**src/rtl/program_encoder.sv**
```systemverilog
// program_encoder: packs decoded instruction fields {class, op, operand} into
// machine words and writes them sequentially into instruction memory.
// A session starts on Start, ends on the first Done-class word (Done pulse)
// or stops on address overflow (sticky Error until the next Start or reset).
// Optional feature macro: ENC_CHECKSUM_EN adds the Checksum output, which is the
// running XOR of the words written in the current session.
//
// state  | meaning
// -------+-------------------------------------------------------------
// IDLE   | no session; commands not accepted
// ACCEPT | waiting for CmdValid; CmdReady high
// WRITE  | ImemWrEn high for this single cycle with latched addr/word
// FINISH | Done pulse after a Done-class word has been written
// ERR    | address space exhausted; sticky Error, waits for Start/reset

module program_encoder #(
    parameter int IW = 9,
    parameter int AW = 8
) (
    input  logic          Clk,
    input  logic          Reset_n,
    input  logic          Start,
    input  logic [AW-1:0] BaseAddr,
    input  logic          CmdValid,
    output logic          CmdReady,
    input  logic [1:0]    CmdClass,
    input  logic [2:0]    CmdOp,
    input  logic [3:0]    CmdOperand,
    output logic          ImemWrEn,
    output logic [AW-1:0] ImemAddr,
    output logic [IW-1:0] ImemWrData,
    output logic          Busy,
    output logic          Done,
    output logic          Error,
    output logic [AW:0]   Count
`ifdef ENC_CHECKSUM_EN
    ,
    output logic [IW-1:0] Checksum
`endif
);

    localparam logic [2:0] IDLE   = 3'd0;
    localparam logic [2:0] ACCEPT = 3'd1;
    localparam logic [2:0] WRITE  = 3'd2;
    localparam logic [2:0] FINISH = 3'd3;
    localparam logic [2:0] ERR    = 3'd4;

    localparam logic [AW-1:0] ADDR_LAST = {AW{1'b1}};
    localparam logic [AW-1:0] ADDR_ONE  = {{(AW-1){1'b0}}, 1'b1};
    localparam logic [AW:0]   COUNT_ONE = {{AW{1'b0}}, 1'b1};

    logic [2:0]    state;
    logic [2:0]    state_nxt;
    logic [AW-1:0] addr;
    logic [AW-1:0] wr_addr;
    logic [IW-1:0] wr_data;
    logic [AW:0]   count;
    logic          error;
    logic          accept;
    logic          restart;
    logic          word_is_done;
    logic          addr_at_last;

    assign accept       = (state == ACCEPT) && CmdValid;
    assign restart      = Start && ((state == IDLE) || (state == ERR));
    // Class 10 with op 000/001 are load/store; the remaining class-10 ops end the program.
    assign word_is_done = (wr_data[IW-1 -: 2] == 2'b10) && (wr_data[IW-3 -: 3] > 3'b001);
    assign addr_at_last = (addr == ADDR_LAST);

    // Next-state selection for the session controller.
    always_comb begin
        state_nxt = state;
        case (state)
            IDLE:    if (Start) state_nxt = ACCEPT;
            ACCEPT:  if (CmdValid) state_nxt = WRITE;
            WRITE: begin
                if (word_is_done)      state_nxt = FINISH;
                else if (addr_at_last) state_nxt = ERR;
                else                   state_nxt = ACCEPT;
            end
            FINISH:  state_nxt = IDLE;
            ERR:     if (Start) state_nxt = ACCEPT;
            default: state_nxt = IDLE;
        endcase
    end

    // State register; async reset also kills an in-flight write strobe.
    always_ff @(posedge Clk or negedge Reset_n) begin
        if (!Reset_n) state <= IDLE;
        else          state <= state_nxt;
    end

    // Session address, word count and sticky overflow flag.
    always_ff @(posedge Clk or negedge Reset_n) begin
        if (!Reset_n) begin
            addr  <= '0;
            count <= '0;
            error <= 1'b0;
        end else if (restart) begin
            addr  <= BaseAddr;
            count <= '0;
            error <= 1'b0;
        end else if (state == WRITE) begin
            count <= count + COUNT_ONE;
            if (!word_is_done) begin
                if (addr_at_last) error <= 1'b1;
                else              addr  <= addr + ADDR_ONE;
            end
        end
    end

    // Write port address/data, captured on acceptance and held until the next one.
    always_ff @(posedge Clk or negedge Reset_n) begin
        if (!Reset_n) begin
            wr_addr <= '0;
            wr_data <= '0;
        end else if (accept) begin
            wr_addr <= addr;
            wr_data <= {CmdClass, CmdOp, CmdOperand};
        end
    end

`ifdef ENC_CHECKSUM_EN
    logic [IW-1:0] checksum;

    // Running XOR of written words, folded in during the write cycle.
    always_ff @(posedge Clk or negedge Reset_n) begin
        if (!Reset_n)            checksum <= '0;
        else if (restart)        checksum <= '0;
        else if (state == WRITE) checksum <= checksum ^ wr_data;
    end

    assign Checksum = checksum;
`endif

    assign CmdReady   = (state == ACCEPT);
    assign ImemWrEn   = (state == WRITE);
    assign ImemAddr   = wr_addr;
    assign ImemWrData = wr_data;
    assign Busy       = (state != IDLE);
    assign Done       = (state == FINISH);
    assign Error      = error;
    assign Count      = count;

endmodule

```
**config.mk**
```make
export PLATFORM = sky130hd
export DESIGN_NAME = program_encoder
export DESIGN_NICKNAME = d
export VERILOG_FILES = /design/src/rtl/program_encoder.sv
export SDC_FILE = /design/constraint.sdc
export NUM_CORES = 1
export LEC_CHECK = 0
export ABC_AREA = 0
export BUFFER_PORTS_ARGS = -buffer_cell sky130_fd_sc_hd__buf_4
export CAP_MARGIN = 30
export CORE_UTILIZATION = 55
export DETAILED_ROUTE_END_ITERATION = 10
export GPL_TIMING_DRIVEN = 0
export PLACE_DENSITY = 0.95
export RECOVER_POWER = 100
export SKIP_CTS_REPAIR_TIMING = 1
export SLEW_MARGIN = 20
export SYNTH_ARGS = -nofsm -noshare
export SYNTH_HDL_FRONTEND = slang
export SYNTH_SLANG_ARGS = --single-unit
export TNS_END_PERCENT = 50
```
**constraint.sdc**
```tcl
create_clock -name Clk -period 3.3 [get_ports Clk]
set_clock_uncertainty 0.05 [all_clocks]
set_input_delay 0.165 -clock Clk [delete_from_list [all_inputs] [get_ports Clk]]
set_output_delay 0.165 -clock Clk [all_outputs]
set_load 0.01 [all_outputs]
```
==> summary.txt <==
Outcome
  • Failing checks: max-capacitance violations, max-slew violations
  • Status: finished with violations

Timing
  • Fin crit period: between 2000 and 3000 ps
  • Setup TNS: 0 ps
  • Final setup vio count: 0
  • Hold Slack: between 10 and 15 ps
  • RSZ-0062 raised after global routing: no
  • Max transition margin: -0.309
  • Tightest Pin Transition: 1960 ps
  • Final Cycle Share: 0.760
  • Final Slew Violations: 39
  • Max Freq: 399 MHz
  • Final Hold Vio Count: 0

Pwr
  • Lkg Pwr: between 0.9 and 1 nW
  • Power Density: between 800 and 900 nW/um^2
  • Worst VDD drop: between 0.0004 and 0.0005 V
  • Total Power: 0.00187 W

Critical path
  • Reg2reg start: state[2]
  • CP Max Fanout: 10
  • R2R depth: 4
  • Critical path capture point type: flop
  • Setup CP Type: reg -> reg
  • CP Launch Point: state[2]
  • Startpoint types: flop
  • Critical Path AT: 2710 ps
  • RR Endpoint: ImemWrData[4]
  • Req. time, crit path: roughly 3500 ps
  • Worst R2R Setup Slack: 790 ps

Synth
  • Top cell type by total area after synthesis: dfrtp_1
  • FFs w/ async S/R, synth: 1.00
  • Commonest register cell after synthesis: dfrtp_1
  • Number of synthesized flops with an enable pin: 0
  • Syn_nets: 187
  • Synth cell types: 44
  • Netlist Area Pre-Place: 1830 sq um
  • Mean post-synth cell area: ~11 sq um
  • Seq/Total Area, Yosys: 0.519
  • Register bit count reported by yosys: 38
  • Syn Inst Count: 164
  • Synth top area share: 0.519
  • Yosys warnings: 0
  • Top cells by area, synth: dfrtp_1 (52%), mux2_2 (10%), nor2_1 (3.7%)

Die
  • Std-Cell Rows: 20
  • Placeable Area: 3100 sq um
  • Initial core utilization: 0.590
  • Die X: 59.7 um
  • Ports: 52
  • Full die area: 3560 sq um
  • DIE HEIGHT: approximately 60 um

Global routing
  • Vias in the first global route: 1417
  • Global route overflow: 0
  • Initial antenna violation count: 0
  • Largest net degree at the start of global routing: 39
  • GRT Total Usage: 0.250
  • First-pass GRT wire length: 6350 um

Place
  • Placed Cells: 259
  • Final HPWL DP: approximately 2900 um
  • Gpl congestion: 0.863
  • Port Buffer Count: 51

Cells and area
  • Net count, final: 257
  • Fill count: 247
  • # diodes: 0
  • Fraction of layout cells with a size suffix above 1: 0.209
  • Post-Layout Cell Count: roughly 280
  • End-of-flow core utilization: 0.749
  • Area grow syn2layout: 27.0%

CTS
  • Root Buffer: clkbuf_4
  • CTS Buf Count: 5
  • Clk_lat worst skew: between 300 and 400 ps
  • H-Tree Depth: 2
  • Clock transition at the registers of the reported paths: 110 ps
  • Max clock buf depth: 2
  • TritonCTS clock tree: built
  • CTS sink count: 38

Hold path
  • Hold Crit Start: BaseAddr[3]
  • WHS Path Cells: 3
  • Hold endpoint: addr[3]
  • Hold/Removal Path Class: in -> reg

Drt
  • DRC viols: 0
  • DR vias: 1591
  • Post-DRT Antenna Nets: 0
  • DR vias/cell: 5.70
  • Wirelength per Cell: 15.2 um
  • Total Wirelength: 4240 um
  • Drt pass-1 iters: 4
  • Iter 0 DRT Violations: 121

Flow run
  • Max-cap check violation count: 1
through the flow:
stage	setup slack (ps)	area, sq um
global route	669	2320
global placement	1300	2270
floorplan	1520	1830
finish	792	2320
CTS	1290	2350
detailed placement	1310	2270
worst max-delay path: stages (launching register included):
cell      delay (ps)
dfrtp_1          370
clkbuf_1         220
nor3_1           980
buf_2            410
mux2_2           370
cell type report:
type	count	area, sq um	area share
Buffer	7	27.5	0.0118
Timing Repair Buffer	63	383	0.165
Multi-Input combinational cell	118	826	0.355
Tap cell	44	55.1	0.0237
Clock buffer	8	78.8	0.0339
Sequential cell	38	951	0.409
Inverter	1	3.75	0.00161
synthesized netlist by cell type (all sizes together) (4+ instances only):
library cell,count
mux2,17
nor2,18
nand3,9
dfrtp,38
nor3,6
nand2,12
clkbuf,4
xor2,6
nor3b,4
cells by family (layout without fill, tap and decap cells):
kind of cell,count (synthesis),after routing,synth area share
buffers and inverters,8,79,0.0219
flip-flops,38,38,0.519
multiplexers,18,18,0.110
XOR/XNOR,8,8,0.0383
AND/OR/NAND/NOR,68,68,0.207
AO/OA/AOI/OAI,22,22,0.0895
adder cells (fa/ha/maj),2,2,0.0137
cells in the final DEF, fill, tap and decap left out, types with 2 or more instances in the layout:
cell type and n:
dfrtp_1 38, clkbuf_1 38, buf_4 19, nor2_1 18
mux2_2 17, nand2_1 12, dlygate4sd3_1 12, nand3_1 9
nor3_1 6, xor2_1 6, clkbuf_4 5, nor3b_1 3
or3_1 3, o21ai_0 3, and3_1 3, nand4_1 3
o21a_1 3, o211ai_1 3, clkbuf_8 3, and4_1 2
or4_1 2, a31oi_1 2, a21oi_1 2, o22a_1 2
xnor2_1 2, ha_1 2
power by group:
part	internal, W	switching (W)
clock	0.000146	0.000156
sequential	0.000643	0.000149
combinational	0.000348	0.000428
total	0.00114	0.000733
how the worst max path moves through the flow:
stage                         end  depth (start not counted)
floorplan                 addr[7]                          6
global placement      ImemAddr[0]                          4
detailed placement    ImemAddr[1]                          4
CTS                 ImemWrData[4]                          4
global route        ImemWrData[5]                          4
finish              ImemWrData[4]                          4
routing by layer:
layer / share of wire / global-route usage
met1: 0.40 / 0.315
met2: 0.50 / 0.370
met3: 0.073 / 0.0887
met4: 0.026 / 0.146
met5: 0 / 0
sequential cells by signal (all words and copies together) (netlist names):
signal / flops
Count: 9
ImemWrData: 9
ImemAddr: 8
addr: 8
state: 3
Error: 1
(Power assumes the default switching activity.)
